$ cat config.mk
export PLATFORM = sky130hd
export DESIGN_NAME = div16_seq
export DESIGN_NICKNAME = d
export VERILOG_FILES = /design/src/rtl/div16_seq.sv
export SDC_FILE = /design/constraint.sdc
export NUM_CORES = 1
export LEC_CHECK = 0
export ABC_CLOCK_PERIOD_IN_PS = 2400
export CORE_ASPECT_RATIO = 1.2
export CORE_UTILIZATION = 52
export CTS_CLUSTER_SIZE = 20
export DETAILED_ROUTE_END_ITERATION = 7
export PLACE_DENSITY = 0.85
export SLEW_MARGIN = 10
export SYNTH_ARGS = -nofsm -noshare
export SYNTH_HDL_FRONTEND = slang
export SYNTH_SLANG_ARGS = --single-unit
$ cat constraint.sdc
create_clock -name clk -period 2.4 [get_ports clk]
set_input_delay 0.48 -clock clk [delete_from_list [all_inputs] [get_ports clk]]
set_output_delay 0.48 -clock clk [all_outputs]
set_load 0.005 [all_outputs]
$ cat src/rtl/div16_seq.sv
// div16_seq: iterative restoring divider, one quotient bit per clock, signed or unsigned.
// Start/busy/done handshake; results and the zero flag hold until the next FIX edge.
module div16_seq #(
  parameter int WIDTH = 16
) (
  input  logic             clk,
  input  logic             rst_n,
  input  logic             start,
  input  logic             is_signed,
  input  logic [WIDTH-1:0] dividend,
  input  logic [WIDTH-1:0] divisor,
  output logic             busy,
  output logic             done,
  output logic [WIDTH-1:0] quotient,
  output logic [WIDTH-1:0] remainder,
  output logic             div_by_zero
);
  localparam int CW = $clog2(WIDTH);
  typedef enum logic [1:0] {IDLE, RUN, FIX, DONE} state_t;
  state_t state_q, state_d;
  logic [CW-1:0] count_q, count_d;
  logic [WIDTH-1:0] dvd_q, dvd_d, dvs_q, dvs_d, raw_q, raw_d, r_q, r_d;
  logic [WIDTH-1:0] quo_q, quo_d, rem_q, rem_d;
  logic qneg_q, qneg_d, rneg_q, rneg_d, zero_q, zero_d, dbz_q, dbz_d;
  logic [WIDTH:0] sh, t;
  logic accept, a_neg, b_neg;
  assign accept = start && (state_q == IDLE || state_q == DONE);
  assign a_neg  = is_signed && dividend[WIDTH-1];
  assign b_neg  = is_signed && divisor[WIDTH-1];
  always_ff @(posedge clk or negedge rst_n) begin
    if (!rst_n) state_q <= IDLE;
    else        state_q <= state_d;
  end
  always_comb begin
    state_d = state_q;
    unique case (state_q)
      IDLE, DONE: state_d = start ? ((divisor == '0) ? FIX : RUN) : IDLE;
      RUN:        state_d = (count_q == CW'(WIDTH - 1)) ? FIX : RUN;
      FIX:        state_d = DONE;
      default:    state_d = IDLE;
    endcase
  end
  always_comb begin
    busy        = state_q == RUN || state_q == FIX;
    done        = state_q == DONE;
    quotient    = quo_q;
    remainder   = rem_q;
    div_by_zero = dbz_q;
  end
  // Datapath: dvd_q shifts the dividend out and the quotient bits in at the LSB.
  always_comb begin
    sh      = {r_q, dvd_q[WIDTH-1]};
    t       = sh - {1'b0, dvs_q};
    count_d = count_q;
    dvd_d   = dvd_q;
    dvs_d   = dvs_q;
    raw_d   = raw_q;
    r_d     = r_q;
    quo_d   = quo_q;
    rem_d   = rem_q;
    qneg_d  = qneg_q;
    rneg_d  = rneg_q;
    zero_d  = zero_q;
    dbz_d   = dbz_q;
    if (accept) begin
      dvd_d   = a_neg ? -dividend : dividend;
      dvs_d   = b_neg ? -divisor : divisor;
      raw_d   = dividend;
      r_d     = '0;
      count_d = '0;
      qneg_d  = a_neg ^ b_neg;
      rneg_d  = a_neg;
      zero_d  = divisor == '0;
    end else if (state_q == RUN) begin
      r_d     = t[WIDTH] ? sh[WIDTH-1:0] : t[WIDTH-1:0];
      dvd_d   = {dvd_q[WIDTH-2:0], ~t[WIDTH]};
      count_d = count_q + CW'(1);
    end else if (state_q == FIX) begin
      quo_d = zero_q ? '1 : (qneg_q ? -dvd_q : dvd_q);
      rem_d = zero_q ? raw_q : (rneg_q ? -r_q : r_q);
      dbz_d = zero_q;
    end
  end
  always_ff @(posedge clk or negedge rst_n) begin
    if (!rst_n) begin
      count_q <= '0;
      dvd_q   <= '0;
      dvs_q   <= '0;
      raw_q   <= '0;
      r_q     <= '0;
      quo_q   <= '0;
      rem_q   <= '0;
      qneg_q  <= 1'b0;
      rneg_q  <= 1'b0;
      zero_q  <= 1'b0;
      dbz_q   <= 1'b0;
    end else begin
      count_q <= count_d;
      dvd_q   <= dvd_d;
      dvs_q   <= dvs_d;
      raw_q   <= raw_d;
      r_q     <= r_d;
      quo_q   <= quo_d;
      rem_q   <= rem_d;
      qneg_q  <= qneg_d;
      rneg_q  <= rneg_d;
      zero_q  <= zero_d;
      dbz_q   <= dbz_d;
    end
  end
endmodule

==> impl_metrics.ini, run 1 <==
[yosys]
netlist_top_cells_area = dfrtp_1 (39%), nand2_1 (6.4%), o21ai_0 (5.8%), xnor2_1 (4.5%), ha_1 (4.4%)
yosys_warnings = 0
synth_cell_type_count = 69
synthesis.area_sq_um = 6774
synth_area_per_cell_sq_um = 8.707
synth_edf_count = 0
netlist_instances = 778
async_flop_share_pct = 100.0
yosys.area.top_type_share_pct = 39.16
synth_area_leader_cell = dfrtp_1
synth-seq-cells = 106
postSynth.topFlopCell = dfrtp_1
syn_nets = 839
synth.most_common_cell = nand2_1
ys_top_cells_by_count = nand2_1 (116), dfrtp_1 (106), o21ai_0 (79)
synth.yosys.seq_area_share_pct = 39.16

[sta]
slew_headroom_pct = 29.57
rsz0062_at_grt = yes
timing.final.ws_setup_ns = -0.3911
setup-violations-final = 16
finalMaxSlewViolations = 0
finalSetupTns_ns = -2.917
period_share_pct = 116.3
finClkSkew_ns = 0.01038
hold_viol_final = 0
fmax_ghz = 0.3583
min_period_ns = 2.791
tightest_slew_ns = 1.056

[worst_setup_path]
cp_data_required_time_ns = 2.63
cp_max_fo = 5
critPathKind = register to register
startpoint_type = register
arrival_ns = 3.02
r2r_cells = 11
critPathCaptureType = register

[detailed_routing]
wl_per_cell_um = 17.09
post_drt_via_cell_ratio = 5.870
drt-initial-drc-count = 541
routed-via-count = 6398
wirelength_mm = 18.63
drt_first_pass_iters = 5
drcViolationCount = 0
ant_nets = 0

[floorplan]
core_sq_um = 12670
pin_count = 71
die_width_um = 106.2
initial_utilization_pct = 53.47
dieArea_sq_um = 13490
rows = 45
die_h_um = 127.0

[clock_tree]
cts.clk_slew.worst_paths_ns = 0.08
h-tree-depth = 3
cts_buffers = 9
cts_sinks = 106
clk_latency_ns = 0.36
root_buffer = clkbuf_16
clockBufferDepth = 2
cts_tree = yes

[grt]
overflow = 0
grt_pass1_vias = 6002
grt_usage_pct = 26.91
antenna_found_initial = 0
grt_max_degree = 77
grt_pass1_wl_mm = 28.71

[status]
violations = setup timing
run_status = finished with violations

[power]
p_comb_share_pct = 64.5
p_total_w = 0.01378
intPower_w = 0.007766
pwr-share-clk_pct = 11.6
powerDensity_nw_per_um2 = 1561
pwr-share-seq_pct = 23.9
swShare_pct = 43.63
ir_drop_v = 0.0007387
power_switching_w = 0.006010
cellLeakagePower_nw = 3.962

[placement]
dp_hpwl_mm = 12.51
port_buffers = 70
gp_congestion = 0.9012

[finish]
multi_input_area_sq_um = 3955
areaGrowthSynthToFinish_pct = 30.24
nFillCells = 933
final_nets = 982
num_antenna_cells = 0
drive_gt1_share_pct = 19.55
regArea_sq_um = 2653

[worst_hold_path]
hold_class = input pin to asynchronous set/reset pin

[flow_run]
maxCapViolCount = 0
power by group through the flow:
stage	clock (W)	combinational, W	sequential [W]
after detailed placement	0	0.00753	0.00328
after CTS	0.00160	0.00793	0.00325
final	0.00159	0.00889	0.00329
after global placement	0	0.00730	0.00323
after global routing	0.00166	0.00954	0.00338
after floorplan	0	0.00508	0.00310
repair_timing:
| action | CTS | global route |
|---|---|---|
| buffers inserted | 9 | 7 |
| cloned | 1 | 0 |
| endpoints found under the setup margin | 16 | 19 |
| hold buffers | 0 | 0 |
| pin swaps | 12 | 23 |
| gates resized for setup | 10 | 25 |
per-layer routing:
metal	vias to the layer above	track usage (%)	wire [um]
li1	2995	-	-
met1	2998	32.68	6913
met2	320	46.37	9537
met3	85	2.908	1174
met4	0	15.36	1001
met5	-	0	0
path summary, 6_finish.rpt:
check                              end  startpoint  slack, ns
max in group asynchronous      r_q[10]       rst_n       1.66
max reg2reg                     r_q[2]    dvs_q[0]      -0.39
min in group clk              raw_q[5]    raw_q[5]       0.48
min                        quotient[3]       rst_n       0.03
min reg2reg                   raw_q[5]    raw_q[5]       0.48
max                             r_q[2]    dvs_q[0]      -0.39
registers in the layout, indices dropped and copies added, names as in the netlist:
signal       count
count_q          4
div_by_zero      1
dvd_q           16
dvs_q           16
qneg_q           1
quotient        16
r_q             16
raw_q           16
remainder       16
rneg_q           1
state_q          2
zero_q           1
metrics by stage:
stage,setup slack [ns],instances,cell area [sq um],hold slack (ns),utilization [%]
after detailed placement,-0.2153,1058,8228,0.4261,64.95
after CTS,-0.1227,1084,8667,0.04190,68.41
final,-0.3911,1090,8822,0.02631,69.64
after global routing,-0.4422,1090,8822,0.06301,69.64
after floorplan,0.003718,778,6798,0.1844,-
after global placement,-0.09926,1058,8228,0.4265,64.95
layout make-up:
cell class / count / area share, %
Timing Repair Buffer: 173 / 17.54
Tap cell: 164 / 2.326
Clock inverter: 7 / 1.064
Multi-Input combinational cell: 593 / 44.83
Inverter: 38 / 1.617
Clock buffer: 9 / 2.553
Sequential cell: 106 / 30.07
critical path: stages, from the launching register on:
cell	delay, ns
dfrtp_1	0.42
ha_4	0.18
fa_2	0.42
nor2b_4	0.15
o211ai_2	0.14
a31oi_4	0.20
buf_6	0.14
o2111ai_4	0.15
o211ai_4	0.19
buf_6	0.17
mux2i_1	0.36
a21oi_1	0.12
cells in the final DEF (no fill, tap or decap), types with 6 or more instances in the layout:
| master | count |
|---|---|
| a21oi_1 | 48 |
| xor2_1 | 28 |
| ha_1 | 19 |
| nor4_1 | 6 |
| inv_1 | 36 |
| and2_1 | 6 |
| nand3_1 | 9 |
| buf_6 | 7 |
| xnor2_1 | 35 |
| clkdlybuf4s50_1 | 69 |
| nor2_1 | 65 |
| nand4_1 | 7 |
| clkbuf_16 | 9 |
| nand2_1 | 115 |
| o41ai_1 | 6 |
| o21ai_0 | 78 |
| nor3_1 | 12 |
| nand3b_1 | 7 |
| dfrtp_1 | 106 |
| mux2i_1 | 24 |
| buf_4 | 93 |
| a21oi_2 | 7 |
| mux2_2 | 17 |
| o211ai_1 | 6 |
cells by family after synthesis:
kind of cell | count (synthesis) | share of synthesized area (%)
XOR/XNOR | 63 | 8.146
multiplexers | 44 | 6.982
AND/OR/NAND/NOR | 259 | 17.20
AO/OA/AOI/OAI | 201 | 18.86
buffers and inverters | 80 | 4.932
adder cells (fa/ha/maj) | 25 | 4.729
flip-flops | 106 | 39.16
No activity file was read; power rests on OpenSTA's default activity.
==> run 2, diff against run 1 <==
--- a/config.mk
+++ b/config.mk
@@ -6,6 +6,7 @@
 export NUM_CORES = 1
 export LEC_CHECK = 0
 export ABC_CLOCK_PERIOD_IN_PS = 2400
+export CAP_MARGIN = 20
 export CORE_ASPECT_RATIO = 1.2
 export CORE_UTILIZATION = 52
 export CTS_CLUSTER_SIZE = 20
==> results of run 2 <==
No change in the layout: final DEF, timing and power equal those of run 1.
==> run 3, diff against run 2 <==
--- a/config.mk
+++ b/config.mk
@@ -7,7 +7,7 @@
 export LEC_CHECK = 0
 export ABC_CLOCK_PERIOD_IN_PS = 2400
 export CAP_MARGIN = 20
-export CORE_ASPECT_RATIO = 1.2
+export CORE_ASPECT_RATIO = 0.5
 export CORE_UTILIZATION = 52
 export CTS_CLUSTER_SIZE = 20
 export DETAILED_ROUTE_END_ITERATION = 7
==> impl_metrics.ini, run 3 (same netlist as run 1, synthesis figures left out) <==
[power]
pwr-share-seq_pct = 24.2
p_total_w = 0.01352
power_switching_w = 0.005841
swShare_pct = 43.19
ir_drop_v = 0.0007119
pwr-share-clk_pct = 11.1
cellLeakagePower_nw = 3.886
powerDensity_nw_per_um2 = 1548
intPower_w = 0.007682
p_comb_share_pct = 64.8

[worst_setup_path]
critPathKind = register to register
cp_top_family = compound AO/OA/AOI/OAI gates
rr_startpoint = dvd_q[15]
worst-path-buf-inv = 2
slowest_delay_ns = 0.41
arrival_ns = 2.89
r2r_slack_ns = -0.23
cp_max_fo = 6
r2r_cells = 11
startpoint_type = register
crit_chain = inv_2 > ha_4 > fa_2 > nor2b_4 > o211ai_2 > a31oi_4 > o21ba_4 > o211ai_4 > buf_12 > or4_4 > o311ai_2
critPathCaptureType = register
cp_data_required_time_ns = 2.67
rr_endpoint = r_q[0]
cp_slowest_cell = fa_2

[sta]
finalMaxSlewViolations = 0
finClkSkew_ns = 0.01201
slew_headroom_pct = 39.26
rsz0062_at_grt = yes
period_share_pct = 109.5
setup-violations-final = 16
timing.final.ws_setup_ns = -0.2270
hold_viol_final = 0
fmax_ghz = 0.3807
min_period_ns = 2.627
tightest_slew_ns = 0.9111

[clock_tree]
root_buffer = clkbuf_16
cts_sinks = 106
h-tree-depth = 3
clockBufferDepth = 2
hold_buffers = 0
cts_tree = yes
cts.clk_slew.worst_paths_ns = 0.08
cts_buffers = 9
clk_latency_ns = 0.36

[detailed_routing]
post_drt_via_cell_ratio = 5.790
drt-initial-drc-count = 544
wl_per_cell_um = 17.02
ant_nets = 0
drt_first_pass_iters = 5
routed-via-count = 6282
drcViolationCount = 0
wirelength_mm = 18.47

[floorplan]
pin_count = 71
die_width_um = 163.4
initial_utilization_pct = 53.34
die_h_um = 82.71
rows = 29
core_sq_um = 12700
dieArea_sq_um = 13510

[grt]
grt_pass1_wl_mm = 28.09
overflow = 0
grt_max_degree = 69
grt_usage_pct = 26.92
grt_pass1_vias = 5621
antenna_found_initial = 0

[worst_hold_path]
hold_class = input pin to asynchronous set/reset pin

[finish]
areaGrowthSynthToFinish_pct = 28.96
final_common_cell = nand2_1
final_nets = 971
num_antenna_cells = 0
stdcell_area_sq_um = 8736
most-common-layout-cells = nand2_1 (115), dfrtp_1 (106), buf_4 (86)
drive_gt1_share_pct = 18.80
layoutNonFillerInstCount = 1085

[placement]
port_buffers = 70
gp_congestion = 0.9156
dp_hpwl_mm = 13.35
dpl_cell_area_sq_um = 8178
placedCellCount = 1058

[status]
run_status = finished with violations
violations = setup timing

[flow_run]
maxCapViolCount = 0
run 3: worst max path at each step:
stage	startpoint	to	slack [ns]	depth (start not counted)
after floorplan	r_q[7]	r_q[1]	0.004	10
after global placement	dvd_q[15]	r_q[0]	-0.16	11
after global routing	dvd_q[15]	r_q[0]	-0.31	11
final	dvd_q[15]	r_q[0]	-0.23	11
after detailed placement	dvs_q[7]	r_q[7]	-0.28	10
after CTS	dvd_q[15]	r_q[0]	-0.18	11
run 3: timing repair:
action / in CTS / in global routing
cloned: 0 / 0
pin swaps: 14 / 9
buffers inserted: 7 / 4
gates resized for setup: 13 / 19
setup endpoints to repair: 17 / 20
run 3: per-layer routing:
metal | wire (um) | vias up | track usage, %
met5 | 0 | - | 0
met4 | 403 | 0 | 8.037
met3 | 1104 | 41 | 4.795
met2 | 8955 | 224 | 45.13
met1 | 8003 | 3046 | 35.95
li1 | - | 2971 | -
run 3: cell type report:
| class | count | area (sq um) |
|---|---|---|
| fill | 933 | 3964 |
| clock inverter | 6 | 56.30 |
| timing repair buffer | 163 | 1470 |
| sequential | 106 | 2653 |
| clock buffer | 10 | 239.0 |
| tap | 170 | 212.7 |
| inverter | 38 | 142.6 |
| multi-input combinational | 592 | 3963 |
run 3: worst reg2reg max path, stage by stage, from the launching register on:
cell and delay, ns:
dfrtp_1 0.38, inv_2 0.07, ha_4 0.17, fa_2 0.41
nor2b_4 0.14, o211ai_2 0.12, a31oi_4 0.21, o21ba_4 0.19
o211ai_4 0.16, buf_12 0.19, or4_4 0.41, o311ai_2 0.07
run 3: power groups by stage:
stage	sequential [W]	combinational, W	clock, W
after floorplan	0.00310	0.00508	0
after global placement	0.00321	0.00737	0
after detailed placement	0.00325	0.00762	0
after CTS	0.00323	0.00803	0.00151
after global routing	0.00336	0.00947	0.00157
final	0.00327	0.00876	0.00149
run 3: stage by stage:
| step | TNS [ns] | utilization, % | hold slack, ns | setup slack (ns) |
|---|---|---|---|---|
| after floorplan | 0 | - | 0.1844 | 0.003718 |
| after global placement | -1.167 | 64.39 | 0.4618 | -0.1590 |
| after detailed placement | -2.785 | 64.39 | 0.4647 | -0.2776 |
| after CTS | -1.419 | 67.60 | 0.1014 | -0.1764 |
| after global routing | -3.380 | 68.79 | 0.1232 | -0.3055 |
| final | -2.408 | 68.79 | 0.08066 | -0.2270 |
